$ cat config.mk
export PLATFORM = sky130hd
export DESIGN_NAME = alu_muldiv_seq
export DESIGN_NICKNAME = d
export VERILOG_FILES = /design/src/rtl/alu_muldiv_seq.sv
export SDC_FILE = /design/constraint.sdc
export NUM_CORES = 1
export LEC_CHECK = 0
export ABC_CLOCK_PERIOD_IN_PS = 4800
export BUFFER_PORTS_ARGS = -buffer_cell sky130_fd_sc_hd__buf_4
export CAP_MARGIN = 25
export CORE_ASPECT_RATIO = 1.2
export CORE_UTILIZATION = 39
export DETAILED_ROUTE_END_ITERATION = 6
export GPL_ROUTABILITY_DRIVEN = 0
export PLACE_DENSITY = 0.68
export RECOVER_POWER = 50
export SLEW_MARGIN = 20
export SYNTH_ARGS = -nofsm -noshare
export SYNTH_HDL_FRONTEND = slang
export SYNTH_SLANG_ARGS = --single-unit
$ cat constraint.sdc
create_clock -name clk -period 4.8 [get_ports clk]
set_input_delay 0 -clock clk [delete_from_list [all_inputs] [get_ports clk]]
set_output_delay 0 -clock clk [all_outputs]
set_load 0.01 [all_outputs]
$ cat src/rtl/alu_muldiv_seq.sv
`default_nettype none
// ============================================================================
//  Module      : alu_muldiv_seq
//  Description : Multi-cycle MUL/DIV sequencer beside the EX-stage ALU.
//                Radix-2 shift-add multiply and restoring divide, sharing
//                one WIDTH-bit adder. The result lands in the HI/LO pair.
//  Revision    : 1.0 - initial release
// ============================================================================
module alu_muldiv_seq #(
   parameter int WIDTH = 32
) (
   input  logic             clk,
   input  logic             rst,
   input  logic             start,
   input  logic [1:0]       op,
   input  logic [WIDTH-1:0] opa,
   input  logic [WIDTH-1:0] opb,
   input  logic             cancel,
   output logic             stall,
   output logic             busy,
   output logic             done,
   output logic             div_by_zero,
   output logic [WIDTH-1:0] hi,
   output logic [WIDTH-1:0] lo
);

   localparam int                 c_cnt_w    = (WIDTH > 1) ? $clog2(WIDTH) : 1;
   localparam logic [c_cnt_w-1:0] c_cnt_last = c_cnt_w'(WIDTH - 1);

   typedef enum logic [1:0] {
      S_IDLE = 2'd0,
      S_CALC = 2'd1,
      S_FIX  = 2'd2,
      S_DONE = 2'd3
   } state_t;

   state_t               r_state;
   state_t               w_next_state;
   logic [c_cnt_w-1:0]   r_cnt;
   logic [1:0]           r_op;
   logic                 r_sa;
   logic                 r_sb;
   // r_acc: product high half / partial remainder
   // r_q  : multiplier (shifted out) / dividend shifting into quotient
   // r_b  : multiplicand / divisor
   logic [WIDTH-1:0]     r_acc;
   logic [WIDTH-1:0]     r_q;
   logic [WIDTH-1:0]     r_b;
   logic [WIDTH-1:0]     r_hi;
   logic [WIDTH-1:0]     r_lo;
   logic                 r_dbz;

   logic                 w_accept;
   logic                 w_sa;
   logic                 w_sb;
   logic                 w_div0;
   logic [WIDTH-1:0]     w_abs_a;
   logic [WIDTH-1:0]     w_abs_b;
   logic [WIDTH-1:0]     w_add_a;
   logic [WIDTH-1:0]     w_add_b;
   logic                 w_add_cin;
   logic [WIDTH:0]       w_add_sum;
   logic [WIDTH-1:0]     w_shift;
   logic                 w_div_ok;
   logic [WIDTH-1:0]     w_fix_hi;
   logic [WIDTH-1:0]     w_fix_lo;

   // Operand conditioning at accept: magnitudes and signs (signed ops only)
   assign w_accept = (r_state == S_IDLE) & start & ~cancel;
   assign w_sa     = op[0] & opa[WIDTH-1];
   assign w_sb     = op[0] & opb[WIDTH-1];
   assign w_abs_a  = w_sa ? -opa : opa;
   assign w_abs_b  = w_sb ? -opb : opb;
   assign w_div0   = op[1] & (opb == '0);

   // Divide step: shift the next dividend bit into the partial remainder.
   // The trial subtract succeeds if the shifted-out MSB was set or no borrow.
   assign w_shift  = {r_acc[WIDTH-2:0], r_q[WIDTH-1]};
   assign w_div_ok = r_acc[WIDTH-1] | w_add_sum[WIDTH];

   // Shared adder operand select: add multiplicand (MUL) or subtract divisor (DIV)
   always_comb begin
      w_add_a   = r_acc;
      w_add_b   = '0;
      w_add_cin = 1'b0;
      if (r_op[1]) begin
         w_add_a   = w_shift;
         w_add_b   = ~r_b;
         w_add_cin = 1'b1;
      end else if (r_q[0]) begin
         w_add_b   = r_b;
      end
   end

   assign w_add_sum = {1'b0, w_add_a} + {1'b0, w_add_b} + {{WIDTH{1'b0}}, w_add_cin};

   // Sign correction applied in FIX
   always_comb begin
      w_fix_hi = r_acc;
      w_fix_lo = r_q;
      if (r_op[1]) begin
         if (r_op[0] & (r_sa ^ r_sb)) w_fix_lo = -r_q;
         if (r_op[0] & r_sa)          w_fix_hi = -r_acc;
      end else if (r_op[0] & (r_sa ^ r_sb)) begin
         {w_fix_hi, w_fix_lo} = -{r_acc, r_q};
      end
   end

   // State register
   always_ff @(posedge clk or negedge rst) begin
      if (!rst) r_state <= S_IDLE;
      else      r_state <= w_next_state;
   end

   // Next-state and status outputs
   always_comb begin
      w_next_state = r_state;
      stall        = 1'b0;
      busy         = (r_state != S_IDLE);
      done         = (r_state == S_DONE);
      unique case (r_state)
         S_IDLE: begin
            stall = w_accept & rst;
            if (w_accept) w_next_state = w_div0 ? S_DONE : S_CALC;
         end
         S_CALC: begin
            stall = 1'b1;
            if (cancel)                   w_next_state = S_IDLE;
            else if (r_cnt == c_cnt_last) w_next_state = S_FIX;
         end
         S_FIX: begin
            stall        = 1'b1;
            w_next_state = cancel ? S_IDLE : S_DONE;
         end
         S_DONE: begin
            w_next_state = S_IDLE;
         end
      endcase
   end

   // Datapath: operand latch, iteration steps and result registers
   always_ff @(posedge clk or negedge rst) begin
      if (!rst) begin
         r_cnt <= '0;
         r_op  <= '0;
         r_sa  <= 1'b0;
         r_sb  <= 1'b0;
         r_acc <= '0;
         r_q   <= '0;
         r_b   <= '0;
         r_hi  <= '0;
         r_lo  <= '0;
         r_dbz <= 1'b0;
      end else begin
         unique case (r_state)
            S_IDLE: begin
               if (w_accept) begin
                  r_cnt <= '0;
                  r_op  <= op;
                  r_sa  <= w_sa;
                  r_sb  <= w_sb;
                  r_acc <= '0;
                  r_q   <= op[1] ? w_abs_a : w_abs_b;
                  r_b   <= op[1] ? w_abs_b : w_abs_a;
                  r_dbz <= w_div0;
                  if (w_div0) begin
                     r_hi <= opa;
                     r_lo <= '1;
                  end
               end
            end
            S_CALC: begin
               if (!cancel) begin
                  r_cnt <= r_cnt + c_cnt_w'(1);
                  if (r_op[1]) begin
                     r_acc <= w_div_ok ? w_add_sum[WIDTH-1:0] : w_shift;
                     r_q   <= {r_q[WIDTH-2:0], w_div_ok};
                  end else begin
                     r_acc <= w_add_sum[WIDTH:1];
                     r_q   <= {w_add_sum[0], r_q[WIDTH-1:1]};
                  end
               end
            end
            S_FIX: begin
               if (!cancel) begin
                  r_hi <= w_fix_hi;
                  r_lo <= w_fix_lo;
               end
            end
            S_DONE: begin
            end
         endcase
      end
   end

   assign hi          = r_hi;
   assign lo          = r_lo;
   assign div_by_zero = r_dbz;

endmodule
`default_nettype wire

==> results of run 1 <==
-- what timing repair did --
| action | in CTS | in global routing |
|---|---|---|
| hold endpoints to repair | 107 | 0 |
| resized for setup | 0 | 0 |
| hold buffers | 29 | 0 |
| setup endpoints to repair | 0 | 0 |
-- worst register-to-register path, delay by kind of cell (launching register included) --
family / cells / cell delay [ns]
fa+ha+maj: 1 / 0.36
mux: 1 / 0.44
compound gates: 6 / 1.66
buf+inv: 2 / 0.86
simple gates: 2 / 0.41
flops: 1 / 0.46
-- worst paths after layout --
kind / cells after the start / to / start
max: 12 / r_q[0] / r_op[1]
min: 4 / r_b[5] / opb[5]
max reg2reg: 12 / r_q[0] / r_op[1]
min reg2reg: 2 / r_cnt[4] / r_cnt[4]
max in group asynchronous: 2 / r_acc[30] / rst
min in group asynchronous: 2 / lo[4] / rst
-- cell type report --
type | count | area, um^2
fillers | 3454 | 19100
well taps | 462 | 578
inverters | 36 | 135
repair buffers | 191 | 1290
clock inverters | 12 | 166
multi-input cells | 1410 | 8950
clock buffers | 20 | 467
flip-flops and latches | 172 | 4310
-- per-stage QoR --
step / setup WS, ns / utilization (%) / cell area (um^2)
6_report: 0.513 / 45.4 / 15900
5_1_grt: 0.108 / 45.4 / 15900
4_1_cts: 0.537 / 46.1 / 16100
3_5_place_dp: 0.603 / 43.5 / 15200
3_3_place_gp: 0.779 / 43.4 / 15200
2_1_floorplan: 0.301 / - / 13900
-- state kept, by name (all words and copies together), names as in the netlist --
name         count
hi              32
lo              32
r_acc           32
r_b             32
r_q             32
r_cnt            5
r_op             2
r_state          2
div_by_zero      1
r_sa             1
r_sb             1
-- synth_stat cells, types with 13 or more instances --
master / number
mux2_2: 62
nor3b_1: 13
or3_1: 15
nor4_1: 19
o31ai_1: 14
a21oi_1: 174
o21ai_0: 187
nor2_1: 160
mux2i_1: 42
a22o_1: 14
inv_1: 34
clkbuf_1: 103
ha_1: 43
nand3_1: 26
nand2_1: 208
xor2_1: 70
nor3_1: 32
xnor2_1: 79
a211oi_1: 25
dfrtp_1: 172
a31oi_1: 49
a21o_1: 19
-- routing by layer --
metal	global-route usage [%]	vias to the layer above
li1	-	6443
met1	30.6	6253
met2	38.8	432
met3	3.62	98
met4	13.3	0
met5	0	-
-- kinds of logic (layout without fill, tap and decap cells) --
kind of cell,count (synthesis),in the layout
compound gates,567,567
xor+xnor,149,149
fa+ha+maj,45,45
buf+inv,165,259
flops,172,172
mux,104,104
simple gates,545,545
-- cells in the final DEF, fill, tap and decap left out, types with 62 or more instances in the layout --
| cell type | synthesis | layout |
|---|---|---|
| xnor2_1 | 79 | 79 |
| buf_4 | 1 | 91 |
| xor2_1 | 70 | 70 |
| clkbuf_1 | 103 | 66 |
| mux2_2 | 62 | 62 |
| nand2_1 | 208 | 208 |
| a21oi_1 | 174 | 174 |
| dfrtp_1 | 172 | 171 |
| nor2_1 | 160 | 159 |
| o21ai_0 | 187 | 187 |
-- where the power goes --
group	internal [mW]	leakage [nW]	switching, mW	total (mW)
sequential	2.04	2.08	0.762	2.80
clock	0.908	0.316	0.613	1.52
combinational	2.44	4.28	3.72	6.17
total	5.39	6.68	5.10	10.5
==> flow_summary.ini, run 1 <==
[synth]
synth_top_area_share_pct = 31.0
synth_area_um2 = 13900
synth_ff_type = dfrtp_1
synth_warnings = 0
synthAdderAreaFrac_pct = 4.16
synth_top_family_by_area = compound AO/OA/AOI/OAI gates
synth_xor_area_share_pct = 9.39
async_reset_ff_share_pct = 100
synth_area_per_cell_um2 = 7.96
synth.area.top_cells = dfrtp_1 31%, o21ai_0 6.7%, a21oi_1 6.3%, nand2_1 5.6%, mux2_2 5.0%
muxShareOfSynthArea_pct = 8.05
synth_cell_type_count = 77
synth_compound_area_share_pct = 24.4
synth_seq_cells = 172
synth_area_leader_cell = dfrtp_1
synthSimpleGateAreaFrac_pct = 18.2
yosysSeqAreaShare_pct = 31.0
syn_inst = 1747
syn_nets = 1862
synth_edf_count = 0

[setup_path]
slowest_delay_ns = 0.59
critPathMaxFanout = 61
reg2reg_setup_slack_ns = 0.51
endpoint_kind = flop
cp_top_family = compound AO/OA/AOI/OAI gates
slowest_stage = buf_4
worstPathRequired_ns = 5.14
arrival_ns = 4.63
startpoint_type = flop
critPathKind = reg2reg
cp_cell_sequence = buf_4 -> mux2_2 -> ha_1 -> a21oi_1 -> nor2_1 -> a2111oi_0 -> o311ai_0 -> a21oi_4 -> buf_12 -> nand2b_1 -> a311oi_1 -> a21o_1
critPathBufInv = 2

[clock_tree]
clock-sinks = 172
clockRootBuffer = clkbuf_16
htree_levels = 4
cts_inserted_buffers = 17
postCtsSetupRepairBufs = 0
clk_latency_ns = 0.46
cts_tree = yes
cts_buffer_depth = 2
path_clk_slew_ns = 0.07

[floorplan]
coreArea_um2 = 35000
dieArea_um2 = 36400
die_h_um = 209
start_util_pct = 39.7
ioPinCount = 138
rows = 75
floorplan.die.width_um = 174

[global_routing]
grtUsageTotal_pct = 24.0
antenna_found_initial = 0
grt_start_max_net_pins = 112
grt_pass1_wl_mm = 69.1
grt_overflow_total = 0
grt_pass1_vias = 12652

[status]
violations = max-capacitance violations, max-slew violations
outcome = finished with violations

[final_layout]
final_nets = 1943
area_growth_syn_to_layout_pct = 14.4
fin_cells = 2303
antenna_cells = 0
drive_gt1_share_pct = 12.0

[timing]
fin_worst_skew_ns = 0.0118
fin_crit_sh_pct = 89.3
period_minus_slack_ns = 4.29
tightest_slew_ns = 3.64
rsz0062_at_grt = no
hold_slack_ns = 0.00462
finalHoldViolations = 0
drv_slew = 80
maxSlewHeadroom_pct = -143
tns_ns = 0
fmax_ghz = 0.233
setup_viol = 0

[placed_design]
dp_hpwl_mm = 32.3
dp.cells = 2241
port_buffers = 137

[pwr]
powerDensity_nw_per_um2 = 660
finalPower_mw = 10.5
leakage_nw = 6.68
irDropWorstVdd_uv = 293

[drt]
vias_per_cell = 5.74
routed_wl_mm = 43.4
wl_met1_mm = 18.8
drt_first_pass_iters = 6
route.met3.wl_mm = 2.32
drt_iter0_drc = 1087
vias = 13226
routed-wl-met2_mm = 20.2
top_layer = met4
routedWlPerCell_um = 18.8
postRouteAntennaNets = 0
drc = 0

[run]
maxCapViolCount = 1

[min_path]
min_path_type = in2reg
Note: power is estimated with default switching activity, not from simulation.
==> run 2: changes to the inputs <==
--- a/config.mk
+++ b/config.mk
@@ -12,6 +12,7 @@
 export CORE_UTILIZATION = 39
 export DETAILED_ROUTE_END_ITERATION = 6
 export GPL_ROUTABILITY_DRIVEN = 0
+export HOLD_SLACK_MARGIN = 0.15
 export PLACE_DENSITY = 0.68
 export RECOVER_POWER = 50
 export SLEW_MARGIN = 20
==> run 2 against run 1 <==
Net effect: the run still ends with max-capacitance violations, max-slew violations left; die area unchanged; clock-buffer cell count unchanged; via count increased by 1.8%; combinational power increased by 1%; clock power about the same; clock skew increased by 0.0025 ns; sequential share of layout area decreased by 0.84 points; global-route usage increased by 0.48 points; critical endpoint unchanged.
==> flow_summary.ini, run 2 (same netlist as run 1, synthesis figures left out) <==
[clock_tree]
path_clk_slew_ns = 0.07
clk_latency_ns = 0.46
cts.repair.resized = 0
clock-sinks = 172
cts_buffer_depth = 2
cts_tree = yes
htree_levels = 4
clockRootBuffer = clkbuf_16
cts_inserted_buffers = 17

[status]
violations = max-capacitance violations, max-slew violations
outcome = finished with violations

[final_layout]
final_common_cell = nand2_1
final_nets = 1994
area_growth_syn_to_layout_pct = 18.1
drive_gt1_share_pct = 11.6
fill_cells = 3404
antenna_cells = 0
layout_common_cells = 208 x nand2_1, 187 x o21ai_0, 174 x a21oi_1

[global_routing]
grt_pass1_wl_mm = 70.6
grtUsageMet3_pct = 3.64
antenna_found_initial = 0
met2_usage_pct = 39.8
grtUsageTotal_pct = 24.5
grt_overflow_total = 0
gr-usage-met1_pct = 31.1
grt_start_max_net_pins = 112
grt_pass1_vias = 13032
top_usage_layer = met2

[timing]
fmax_ghz = 0.232
hold_slack_ns = 0.181
fin_crit_sh_pct = 89.7
setup_slack_ns = 0.497
tightest_slew_ns = 3.62
drv_slew = 80
fin_worst_skew_ns = 0.0144
maxSlewHeadroom_pct = -141
period_minus_slack_ns = 4.30
tns_ns = 0
setup_viol = 0
finalHoldViolations = 0
rsz0062_at_grt = no

[floorplan]
dieArea_um2 = 36400
ioPinCount = 138
die_h_um = 209
coreArea_um2 = 35000
floorplan.die.width_um = 174
rows = 75
start_util_pct = 39.7

[drt]
postRouteAntennaNets = 0
vias = 13459
drt_iter0_drc = 1091
routedWlPerCell_um = 18.8
drt_first_pass_iters = 6
vias_per_cell = 5.72
drc = 0
routed_wl_mm = 44.2

[pwr]
leakage_nw = 6.89
irDropWorstVdd_uv = 296
finalPower_mw = 10.6
powerDensity_nw_per_um2 = 643

[placed_design]
pre_cts_ws_ns = 0.603
port_buffers = 137
dp_hpwl_mm = 32.3

[setup_path]
startpoint_type = flop
cp_top_family = compound AO/OA/AOI/OAI gates
arrival_ns = 4.65
cp_cell_sequence = buf_4 -> mux2_2 -> ha_1 -> a21oi_1 -> nor2_1 -> a2111oi_0 -> o311ai_0 -> a21oi_4 -> buf_12 -> nand2b_1 -> a311oi_1 -> a21o_1
worstPathRequired_ns = 5.14
critPathMaxFanout = 61
slowest_stage = buf_4
slowest_delay_ns = 0.58
endpoint_kind = flop
critPathBufInv = 2
critPathKind = reg2reg

[min_path]
min_path_type = in2reg

[run]
maxCapViolCount = 1
[run 2: changes by cell type in the layout (fill, tap and decap cells not counted)]
cell | previous run | this run
dlygate4sd3_1 | 29 | 80
[run 2: routing by layer]
metal,share of wire (%),up-vias
met2,47,487
li1,-,6546
met1,42,6334
met4,4.7,0
met5,0,-
met3,5.8,92
[run 2: power by group]
| part | internal [mW] | switching [mW] | leakage [nW] | total, mW |
|---|---|---|---|---|
| registers | 2.04 | 0.761 | 2.08 | 2.80 |
| logic | 2.49 | 3.74 | 4.49 | 6.23 |
| clock network | 0.908 | 0.611 | 0.316 | 1.52 |
[run 2: cell type report]
| cell class | count | area, um^2 | area share [%] |
|---|---|---|---|
| Multi-Input combinational cell | 1410 | 8950 | 54.5 |
| Sequential cell | 172 | 4310 | 26.3 |
| Timing Repair Buffer | 242 | 1810 | 11.0 |
| Tap cell | 462 | 578 | 3.52 |
| Clock buffer | 20 | 467 | 2.84 |
| Clock inverter | 12 | 166 | 1.01 |
| Inverter | 36 | 135 | 0.823 |
[run 2: repair_timing]
action	in CTS	in global routing
setup buffers	0	0
hold buffers	80	0
endpoints found under the hold margin	171	0
[run 2: path summary, 6_finish.rpt]
path                          from       to  slack (ns)  cells past startpoint
setup / recovery           r_op[1]   r_q[0]        0.50                     12
hold / removal             opb[13]  r_b[13]        0.18                      5
setup reg to reg           r_op[1]   r_q[0]        0.50                     12
hold reg to reg             hi[22]   hi[22]        0.48                      2
max in group asynchronous      rst   hi[26]        1.25                      2
min in group asynchronous      rst    lo[4]        1.49                      2
[run 2: worst min-delay path: cells and delay by family]
family                 cells  cell delay (ns)
AO/OA/AOI/OAI              2             0.23
buffers and inverters      2             0.21
XOR/XNOR                   1             0.15
[run 2: stage by stage]
stage | util [%] | instances | instance area (um^2)
floorplan | - | 1747 | 13900
global placement | 43.4 | 2240 | 15200
detailed placement | 43.5 | 2241 | 15200
CTS | 47.6 | 2353 | 16700
global route | 46.9 | 2354 | 16400
finish | 46.9 | 2354 | 16400
